$ cat config.mk
export PLATFORM = sky130hd
export DESIGN_NAME = maze_sprite_compositor_flat
export DESIGN_NICKNAME = d
export VERILOG_FILES = /design/src/rtl/maze_sprite_compositor_if.sv /design/src/rtl/maze_sprite_compositor.sv /design/src/flat_wrapper.sv
export SDC_FILE = /design/constraint.sdc
export NUM_CORES = 1
export LEC_CHECK = 0
export ABC_AREA = 1
export CORE_MARGIN = 3
export CORE_UTILIZATION = 51
export DETAILED_ROUTE_END_ITERATION = 8
export PLACE_DENSITY = 0.95
export SYNTH_ARGS = -nofsm -noshare
export SYNTH_HDL_FRONTEND = slang
export SYNTH_SLANG_ARGS = --single-unit
$ cat constraint.sdc
create_clock -name vga_pix_clk -period 3.1 [get_ports vga_pix_clk]
set_input_delay 0.31 -clock vga_pix_clk [delete_from_list [all_inputs] [get_ports vga_pix_clk]]
set_output_delay 0.31 -clock vga_pix_clk [all_outputs]
set_load 0.02 [all_outputs]
$ cat src/rtl/maze_sprite_compositor_if.sv
// Pixel stream, sprite table, map RAM port and game-state outputs of the maze compositor.
// The master side is the video source, map RAM and game logic; the slave side is the compositor.
interface maze_sprite_compositor_if #(
    parameter int N_SPRITES = 5
);
    logic                     frame_stb;
    logic                     display_enabled;
    logic [8:0]               sx;
    logic [8:0]               sy;
    logic [N_SPRITES*9-1:0]   spr_x;
    logic [N_SPRITES*9-1:0]   spr_y;
    logic [N_SPRITES*12-1:0]  spr_color;
    logic [N_SPRITES-1:0]     spr_en;
    logic [10:0]              tile_raddr;
    logic [3:0]               tile_rdata;
    logic                     tile_we;
    logic [10:0]              tile_waddr;
    logic [3:0]               tile_wdata;
    logic [3:0]               R;
    logic [3:0]               G;
    logic [3:0]               B;
    logic [15:0]              score;
    logic [8:0]               pellets_left;
    logic                     level_clear;
    logic                     power_stb;
    logic [N_SPRITES-1:0]     collide;

    modport master (
        output frame_stb, display_enabled, sx, sy, spr_x, spr_y, spr_color, spr_en, tile_rdata,
        input  tile_raddr, tile_we, tile_waddr, tile_wdata, R, G, B,
               score, pellets_left, level_clear, power_stb, collide
    );

    modport slave (
        input  frame_stb, display_enabled, sx, sy, spr_x, spr_y, spr_color, spr_en, tile_rdata,
        output tile_raddr, tile_we, tile_waddr, tile_wdata, R, G, B,
               score, pellets_left, level_clear, power_stb, collide
    );
endinterface

$ cat src/rtl/maze_sprite_compositor.sv
// Composites N_SPRITES rectangles over the tile maze (2-cycle pixel pipe) and runs the
// once-per-frame pellet-eating FSM that borrows the map RAM port during blanking.
module maze_sprite_compositor #(
    parameter int          N_SPRITES    = 5,
    parameter int          SPRITE_W     = 8,
    parameter int          SPRITE_H     = 8,
    parameter int          TILE         = 8,
    parameter int          MAP_W_TILES  = 32,
    parameter int          MAP_H_TILES  = 36,
    parameter int          PELLET_COUNT = 244,
    parameter int          PELLET_PTS   = 10,
    parameter int          POWER_PTS    = 50,
    parameter logic [15:0] SCORE_INIT   = 16'h0000  // score after reset; nonzero only for bring-up
) (
    input logic                     vga_pix_clk,
    input logic                     rst,
    maze_sprite_compositor_if.slave bus
);
    typedef enum logic [2:0] {IDLE, PEND, READ, CHECK, WRITE} state_e;

    state_e               state_q;
    logic [8:0]           sx_q, sy_q;
    logic                 de_q;
    logic [11:0]          rgb_q, rgb_d, tile_rgb;
    logic [8:0]           px, py;
    logic [N_SPRITES-1:0] hit, sticky_q, collide_q;
    logic [15:0]          score_q;
    logic [16:0]          score_sum;
    logic [8:0]           pellets_q;
    logic                 clear_q, power_q, we_q;
    logic [10:0]          eat_addr_q, eat_addr_d, render_addr;
    logic [9:0]           cx, cy;

    // Stage 0: address for the pixel now on sx/sy; READ steals it for the player's centre tile.
    assign render_addr    = 11'((32'(bus.sy) / TILE) * MAP_W_TILES + 32'(bus.sx) / TILE);
    assign bus.tile_raddr = (state_q == READ) ? eat_addr_q : render_addr;

    assign cx         = ({1'b0, bus.spr_x[8:0]} + 10'(SPRITE_W / 2)) / 10'(TILE);
    assign cy         = ({1'b0, bus.spr_y[8:0]} + 10'(SPRITE_H / 2)) / 10'(TILE);
    assign eat_addr_d = 11'(32'(cy) * MAP_W_TILES + 32'(cx));

    // Stage 1: sprite bounds in 10 bits so a sprite near x=511 does not wrap onto column 0.
    always_comb begin
        for (int i = 0; i < N_SPRITES; i++) begin
            hit[i] = bus.spr_en[i]
                && ({1'b0, bus.spr_x[9*i +: 9]} <= {1'b0, sx_q})
                && ({1'b0, sx_q} < {1'b0, bus.spr_x[9*i +: 9]} + 10'(SPRITE_W))
                && ({1'b0, bus.spr_y[9*i +: 9]} <= {1'b0, sy_q})
                && ({1'b0, sy_q} < {1'b0, bus.spr_y[9*i +: 9]} + 10'(SPRITE_H));
        end
    end

    always_comb begin
        px = sx_q & 9'(TILE - 1);
        py = sy_q & 9'(TILE - 1);
        case (bus.tile_rdata)
            4'd1:    tile_rgb = 12'h00F;
            4'd2:    tile_rgb = (px >= 9'd3 && px <= 9'd4 && py >= 9'd3 && py <= 9'd4) ? 12'hFB8 : 12'h000;
            4'd3:    tile_rgb = (px >= 9'd2 && px <= 9'd5 && py >= 9'd2 && py <= 9'd5) ? 12'hFB8 : 12'h000;
            default: tile_rgb = 12'h000;
        endcase
        rgb_d = tile_rgb;
        for (int i = N_SPRITES - 1; i >= 0; i--) begin
            if (hit[i]) rgb_d = bus.spr_color[12*i +: 12];
        end
        if (!de_q) rgb_d = 12'h000;
    end

    always_ff @(posedge vga_pix_clk) begin
        if (rst) begin
            sx_q      <= '0;
            sy_q      <= '0;
            de_q      <= 1'b0;
            rgb_q     <= '0;
            sticky_q  <= '0;
            collide_q <= '0;
        end else begin
            sx_q  <= bus.sx;
            sy_q  <= bus.sy;
            de_q  <= bus.display_enabled;
            rgb_q <= rgb_d;
            if (bus.frame_stb) begin
                collide_q <= sticky_q;
                sticky_q  <= '0;
            end else if (de_q) begin
                sticky_q <= sticky_q | (hit & {N_SPRITES{hit[0]}} & ~N_SPRITES'(1));
            end
        end
    end

    assign score_sum = {1'b0, score_q}
                     + ((bus.tile_rdata == 4'd3) ? 17'(POWER_PTS) : 17'(PELLET_PTS));

    // Eat FSM: the write strobe and score updates are registered on CHECK->WRITE,
    // so they are all visible together during the single WRITE cycle.
    always_ff @(posedge vga_pix_clk) begin
        if (rst) begin
            state_q    <= IDLE;
            score_q    <= SCORE_INIT;
            pellets_q  <= 9'(PELLET_COUNT);
            clear_q    <= 1'b0;
            power_q    <= 1'b0;
            we_q       <= 1'b0;
            eat_addr_q <= '0;
        end else begin
            we_q    <= 1'b0;
            power_q <= 1'b0;
            case (state_q)
                IDLE: if (bus.frame_stb) state_q <= PEND;
                PEND: if (!bus.display_enabled) begin
                    eat_addr_q <= eat_addr_d;
                    state_q    <= (cy >= 10'(MAP_H_TILES)) ? IDLE : READ;
                end
                READ: state_q <= CHECK;
                CHECK: if (bus.tile_rdata == 4'd2 || bus.tile_rdata == 4'd3) begin
                    state_q <= WRITE;
                    we_q    <= 1'b1;
                    power_q <= (bus.tile_rdata == 4'd3);
                    score_q <= score_sum[16] ? 16'hFFFF : score_sum[15:0];
                    if (pellets_q != 9'd0) pellets_q <= pellets_q - 9'd1;
                    if (pellets_q == 9'd1) clear_q <= 1'b1;
                end else begin
                    state_q <= IDLE;
                end
                WRITE:   state_q <= IDLE;
                default: state_q <= IDLE;
            endcase
        end
    end

    assign bus.tile_we      = we_q;
    assign bus.tile_waddr   = eat_addr_q;
    assign bus.tile_wdata   = 4'd0;
    assign {bus.R, bus.G, bus.B} = rgb_q;
    assign bus.score        = score_q;
    assign bus.pellets_left = pellets_q;
    assign bus.level_clear  = clear_q;
    assign bus.power_stb    = power_q;
    assign bus.collide      = collide_q;
endmodule

$ cat src/flat_wrapper.sv
// flat-port wrapper written by rule: the top's interface ports become plain ports
module maze_sprite_compositor_flat 
#(
    parameter int          N_SPRITES    = 5,
    parameter int          SPRITE_W     = 8,
    parameter int          SPRITE_H     = 8,
    parameter int          TILE         = 8,
    parameter int          MAP_W_TILES  = 32,
    parameter int          MAP_H_TILES  = 36,
    parameter int          PELLET_COUNT = 244,
    parameter int          PELLET_PTS   = 10,
    parameter int          POWER_PTS    = 50,
    parameter logic [15:0] SCORE_INIT   = 16'h0000                                                 
)
  (vga_pix_clk, rst, bus_frame_stb, bus_display_enabled, bus_sx, bus_sy, bus_spr_x, bus_spr_y, bus_spr_color, bus_spr_en, bus_tile_rdata, bus_tile_raddr, bus_tile_we, bus_tile_waddr, bus_tile_wdata, bus_R, bus_G, bus_B, bus_score, bus_pellets_left, bus_level_clear, bus_power_stb, bus_collide);
  maze_sprite_compositor_if #(.N_SPRITES(N_SPRITES)) bus_i ();
  input logic vga_pix_clk;
  input logic rst;
  input wire logic [$bits(bus_i.frame_stb)-1:0] bus_frame_stb;
  input wire logic [$bits(bus_i.display_enabled)-1:0] bus_display_enabled;
  input wire logic [$bits(bus_i.sx)-1:0] bus_sx;
  input wire logic [$bits(bus_i.sy)-1:0] bus_sy;
  input wire logic [$bits(bus_i.spr_x)-1:0] bus_spr_x;
  input wire logic [$bits(bus_i.spr_y)-1:0] bus_spr_y;
  input wire logic [$bits(bus_i.spr_color)-1:0] bus_spr_color;
  input wire logic [$bits(bus_i.spr_en)-1:0] bus_spr_en;
  input wire logic [$bits(bus_i.tile_rdata)-1:0] bus_tile_rdata;
  output wire logic [$bits(bus_i.tile_raddr)-1:0] bus_tile_raddr;
  output wire logic [$bits(bus_i.tile_we)-1:0] bus_tile_we;
  output wire logic [$bits(bus_i.tile_waddr)-1:0] bus_tile_waddr;
  output wire logic [$bits(bus_i.tile_wdata)-1:0] bus_tile_wdata;
  output wire logic [$bits(bus_i.R)-1:0] bus_R;
  output wire logic [$bits(bus_i.G)-1:0] bus_G;
  output wire logic [$bits(bus_i.B)-1:0] bus_B;
  output wire logic [$bits(bus_i.score)-1:0] bus_score;
  output wire logic [$bits(bus_i.pellets_left)-1:0] bus_pellets_left;
  output wire logic [$bits(bus_i.level_clear)-1:0] bus_level_clear;
  output wire logic [$bits(bus_i.power_stb)-1:0] bus_power_stb;
  output wire logic [$bits(bus_i.collide)-1:0] bus_collide;
  assign bus_i.frame_stb = bus_frame_stb;
  assign bus_i.display_enabled = bus_display_enabled;
  assign bus_i.sx = bus_sx;
  assign bus_i.sy = bus_sy;
  assign bus_i.spr_x = bus_spr_x;
  assign bus_i.spr_y = bus_spr_y;
  assign bus_i.spr_color = bus_spr_color;
  assign bus_i.spr_en = bus_spr_en;
  assign bus_i.tile_rdata = bus_tile_rdata;
  assign bus_tile_raddr = bus_i.tile_raddr;
  assign bus_tile_we = bus_i.tile_we;
  assign bus_tile_waddr = bus_i.tile_waddr;
  assign bus_tile_wdata = bus_i.tile_wdata;
  assign bus_R = bus_i.R;
  assign bus_G = bus_i.G;
  assign bus_B = bus_i.B;
  assign bus_score = bus_i.score;
  assign bus_pellets_left = bus_i.pellets_left;
  assign bus_level_clear = bus_i.level_clear;
  assign bus_power_stb = bus_i.power_stb;
  assign bus_collide = bus_i.collide;
  maze_sprite_compositor #(.N_SPRITES(N_SPRITES), .SPRITE_W(SPRITE_W), .SPRITE_H(SPRITE_H), .TILE(TILE), .MAP_W_TILES(MAP_W_TILES), .MAP_H_TILES(MAP_H_TILES), .PELLET_COUNT(PELLET_COUNT), .PELLET_PTS(PELLET_PTS), .POWER_PTS(POWER_PTS), .SCORE_INIT(SCORE_INIT)) u_core (.vga_pix_clk(vga_pix_clk), .rst(rst), .bus(bus_i));
endmodule
After elaboration in Yosys (flattened, before gate mapping)
Cells that the tools add are included.

Register bits after elaboration: 83. Input port bits: 181. Output and inout port bits: 71. Word-level logic and storage cells: 128.

Add/subtract/negate cells: 16. Order comparisons: 29. Eq/ne operators: 9. Mux-type cells: 17. Bitwise operators: 6. Reduce and logical (&&, ||, !) cells: 38.

Operator list (number): 9-bit by 4-bit adder with 10-bit output, second input constant (10); 9-bit by 10-bit < comparator with 1-bit output (10); 9-bit <= comparator (10); 12-bit 2-to-1 mux (7); 12-bit case mux with 3 select lines (1); 1-bit logical AND (26); 9-bit by 3-bit adder with 10-bit output, second input constant (2); 16-bit by 17-bit adder with 17-bit output (1); 16-bit 2-to-1 mux (1); 3-bit by 2-bit greater-or-equal comparator with 1-bit output, second input constant (4); 3-bit <= comparator, second input constant (4); 3-bit case mux with 4 select lines (1); 11-bit by 6-bit adder with 11-bit output (1); 11-bit by 7-bit adder with 11-bit output (1); 11-bit 2-to-1 mux (1); 9-bit by 1-bit == test with 1-bit output, second input constant (1); 3-bit 2-to-1 mux (3); 9-bit nonzero test (1); 9-bit by 1-bit subtractor with 9-bit output, second input constant (1); 4-bit by 2-bit == test with 1-bit output, second input constant (2); 7-bit by 6-bit greater-or-equal comparator with 1-bit output, second input constant (1); 3-bit by 2-bit == test with 1-bit output, second input constant (2); 6-bit 2-to-1 mux (1); 2-bit AND reduction (3); 13 further kinds (20).

Longest topological paths before layout
Depth in word-level cells: 11. Depth in mapped cells: 19. Mapped depth without buffers: 19.

Least setup slack after synthesis
No wires, ideal clock.

Path type: input to register. Start: input port bus_tile_rdata[3]. End: register u_core.score_q[12], in the netlist u_core.bus.score[12]. Setup time: 0.117 ns. Data arrival time: 2.216 ns. Required time: 2.983 ns. Path slack: 0.768 ns. Cell stages on the path: 15. Path buffers: 0. Path through: or2_4 > nor3_2 > inv_1 > ha_1 > nand3_1 > nand2_1 > a21oi_1 > o21ai_1 > inv_1 > nor2_2 > nand2_1 > nor3_2 > nand2_1 > o21ai_1 > a21oi_1.

Longest elaborated chain between the ends: 4. Elaborated cells between the ends (all ways): 7. Classes of those cells: 1 x add/sub; 2 x eq/ne; 2 x mux; 2 x reduce/logical.

RTL lines: start: declaration (RTL line flat_wrapper.sv:27) `input wire logic [$bits(bus_i.tile_rdata)-1:0] bus_tile_rdata;`; 4-bit by 2-bit == test with 1-bit output (RTL line maze_sprite_compositor.sv:92, maze_sprite_compositor.sv:115); 6-bit 2-to-1 mux (RTL line maze_sprite_compositor.sv:92) `+ ((bus.tile_rdata == 4'd3) ? 17'(POWER_PTS) : 17'(PELLET_PTS));`; 16-bit by 17-bit adder with 17-bit output (RTL line maze_sprite_compositor.sv:92); 16-bit 2-to-1 mux (RTL line maze_sprite_compositor.sv:119) `score_q <= score_sum[16] ? 16'hFFFF : score_sum[15:0];`; end signal: assignment (RTL line maze_sprite_compositor.sv:119); end: declaration (RTL line maze_sprite_compositor.sv:27) `logic [15:0] score_q;`.

Several ways; a longest one is shown, not always the timed one. A chain may end at the register's enable or synchronous reset.

Worst setup path after layout
Start: input port bus_spr_y[4]. End: register u_core.rgb_q[7].

Longest elaborated chain between the ends: 4. Elaborated cells between the ends (all ways): 6. Classes of those cells: 1 x add/sub; 2 x order compare; 1 x mux; 2 x reduce/logical.

RTL lines: start: declaration (RTL line flat_wrapper.sv:24) `input wire logic [$bits(bus_i.spr_y)-1:0] bus_spr_y;`; 9-bit by 4-bit adder with 10-bit output or 9-bit <= comparator (tied branches) (RTL line maze_sprite_compositor.sv:49, maze_sprite_compositor.sv:48); 9-bit by 10-bit < comparator with 1-bit output or 1-bit logical AND (tied branches) (RTL line maze_sprite_compositor.sv:49, maze_sprite_compositor.sv:48); 1-bit logical AND (*) (RTL line maze_sprite_compositor.sv:49) `&& ({1'b0, sy_q} < {1'b0, bus.spr_y[9*i +: 9]} + 10'(SPRITE_H));`; 12-bit 2-to-1 mux (*) (RTL line maze_sprite_compositor.sv:64) `if (hit[i]) rgb_d = bus.spr_color[12*i +: 12];`; end signal: assignment (RTL line maze_sprite_compositor.sv:81) `rgb_q <= rgb_d;`; end: declaration (RTL line maze_sprite_compositor.sv:24) `logic [11:0] rgb_q, rgb_d, tile_rgb;`.

Every way passes the cells marked *; elsewhere a longest branch is shown, timed or not.

==> summary.md <==
| Metric | Value |
|---|---|
| Status | complete, no violations |
| DP HPWL | 26900 um |
| Tcrit/Tclk final | 0.905 |
| PortBufs | 246 |
| Critical path peak fanout | 7 |
| Clock sink total | approximately 80 |
| Syn_area_per_cell | 6.79 um2 |
| Worst Skew | roughly 0.012 ns |
| Dpl ws | -0.0176 ns |
| Tmin final | between 2 and 3 ns |
| RSZ-0062 raised after global routing | no |
| First-pass GRT wire length | 50400 um |
| Final hold violation count | 0 |
| Slew headroom | 0.575 |
| DRT iter0 DRCs | 725 |
| PostCTS Resize Cnt | 0 |
| Unique masters post-synth | 52 |
| Starting density of the core | 0.521 |
| Row cnt | 50 |
| Startpoint type of the worst setup path | input pin |
| # hold bufs at CTS | 0 |
| Register area share after synthesis | 0.166 |
| Maximum clock rate | 357 MHz |
| Core ar. | ~19000 um2 |
| Nets | between 2k and 2.5k |
| GP Congestion | roughly 0.94 |
| CTS tree | built |
| Commonest non-fill, non-tap cell in the layout | nand2_1 |
| Filler cells | 1475 |
| Main synth FF type | dfxtp_1 |
| First-pass DRT Iterations | 6 |
| Die W | 145 um |
| CP required | ~3.3 ns |
| Post-route setup slack | around 0.30 ns |
| #FFs+latches synth | 81 |
| Grt total ovfl | 0 |
| I/O pin count | 252 |
| Setup violations, final | 0 |
| Mapped Cells | 1442 |
| Dpl cell area | approximately 13000 um2 |
| CP arrival | 3.02 ns |
| Fin area | between 10000 and 15000 um2 |
| CP endpoint kind | register |
| Hold crit path type | in -> reg |
| Initial antenna violation count | 1 |
| Drt via density | around 5.5 |
| Antenna Nets Post-Route | 0 |
| Fin. max-slew vios | 0 |
| Mapped Area | 9790 um2 |
| Max Root-Sink Buffers | 2 |
| DR DRC count | 0 |
| P_leak | 6.36 nW |
| Vert. Die Dim | 145 um |
| Vias in the first global route | 10.5k |
| Post-CTS setup buffers | 0 |
| All-Layer GR Usage | 0.303 |
| Pin count of the biggest net entering global routing | 41 |
| Area Overhead vs Synth | 33.6% |
| Setup CP Type | in -> reg |
| Share of flip-flops with an asynchronous set or reset | 0 |
| Avg WL per Cell | 16.7 um |
| Total Die Area | 20900 um2 |
| Post-synth EDFFs | 0 |
| Final wirelength | 32800 um |
| Max Cap Viol | 0 |
| Worst Tran Pin Value | approximately 0.64 ns |
| Share of cells above drive strength 1 | 0.0707 |
| H-Tree Depth | 3 |
| Cell Pwr Density | 291 nW/um2 |
| Most frequent cells in the layout | 293 x nand2_1, 246 x clkdlybuf4s50_1, 241 x inv_1, 202 x ha_1, 105 x a21oi_1 |
| Ys Warns | 0 |
| Clock Latency Late Sink | around 0.35 ns |
| Clk slew on worst S/H paths | approximately 0.07 ns |
| Routed via count | 10.8k |
| Clk root buf | clkbuf_16 |
| Total CTS buffers | 9 |
| Peak supply drop | approximately 0.38 mV |
## final cells by class
type	instances	area [um2]	area share
well taps	234	293	0.0224
diodes	1	2.50	0.000191
multi-input cells	1081	7030	0.538
inverters	253	950	0.0726
clock inverters	7	110	0.00842
repair buffers	295	2840	0.217
clock buffers	9	225	0.0172
flip-flops and latches	81	1620	0.124
## synthesized netlist by cell type (3+ instances only)
library cell	n	area, um2
nor2_1	104	390
xor2_1	38	333
nand3_1	73	365
buf_2	3	15.0
nor3_1	15	75.1
nand2_1	293	1100
a21o_1	3	22.5
a31oi_1	4	25.0
a21oi_2	9	78.8
clkbuf_1	10	37.5
dfxtp_1	81	1620
nand2_2	5	31.3
nand4_1	46	288
xnor2_1	17	149
nand3b_1	18	135
o21ai_1	13	65.1
nor2_2	11	68.8
o21ai_0	57	285
nand3_2	7	70.1
ha_1	202	2530
clkinv_1	3	11.3
nor3_2	3	30.0
a21oi_1	105	526
buf_4	12	90.1
or2_2	3	18.8
o211ai_1	9	67.6
inv_1	241	905
buf_6	5	56.3
nor4_1	6	37.5
o21a_1	10	75.1
inv_2	9	33.8
## per-stage QoR
| step | cells | hold WS (ns) | setup TNS (ns) | utilization | power (mW) |
|---|---|---|---|---|---|
| after floorplan | 1446 | 0.417 | 0 | - | 1.96 |
| after global placement | 1944 | 0.458 | 0 | 0.679 | 2.54 |
| after detailed placement | 1944 | 0.458 | -0.0300 | 0.679 | 2.60 |
| after CTS | 1960 | 0.468 | 0 | 0.696 | 3.80 |
| after global routing | 1961 | 0.478 | 0 | 0.697 | 4.03 |
| final | 1961 | 0.473 | 0 | 0.697 | 3.81 |
## registers in the layout (all words and copies together) (netlist names), 3 cells and up
name and cells:
u_core.bus.collide 4, u_core.bus.pellets_left 9, u_core.bus.score 16, u_core.bus.tile_waddr 11
u_core.rgb_q 12, u_core.state_q 3, u_core.sticky_q 4, u_core.sx_q 9
u_core.sy_q 9
## layer usage
layer | vias to the layer above | routed length, um | global-route usage
met5 | - | 0 | 0
met4 | 0 | 1710 | 0.148
met3 | 120 | 2550 | 0.0479
met2 | 507 | 15100 | 0.500
met1 | 4868 | 13500 | 0.384
li1 | 5278 | - | -
## where the power goes
part           internal (mW)  leakage, nW  switching (mW)
clock network          0.721        0.160           0.483
logic                  0.668         5.54           0.830
registers               1.08        0.661          0.0307
total                   2.47         6.36            1.34
## cell families after synthesis
group / Yosys count / share of synthesized area
and+or+nand+nor: 594 / 0.277
buffers and inverters: 284 / 0.118
AOI/OAI and AO/OA: 223 / 0.128
adders and majority gates: 203 / 0.260
DFF: 81 / 0.166
xor gates and xnor gates: 55 / 0.0492
other: 1 / 0.000383
muxes: 1 / 0.00102
## final timing paths
kind                       from            endpoint  slack [ns]  cells past startpoint
min reg2reg  u_core.sticky_q[3]  u_core.sticky_q[3]        0.48                      2
max reg2reg      u_core.sx_q[3]     u_core.rgb_q[9]        0.33                     19
max                bus_spr_y[4]     u_core.rgb_q[7]        0.30                     16
min                   bus_sx[2]      u_core.sx_q[2]        0.47                      3
## worst max-delay path: stages
cell,delay (ns)
clkdlybuf4s50_1,0.67
ha_1,0.30
nand3_1,0.11
xor2_1,0.23
ha_1,0.29
nand2_1,0.09
nor2_1,0.05
nand2_1,0.05
o211ai_1,0.08
nor2_1,0.15
nand3_2,0.17
buf_4,0.21
o21ai_1,0.09
inv_1,0.07
nand2_1,0.08
a21oi_2,0.05
Note: power is estimated with default switching activity, not from simulation.
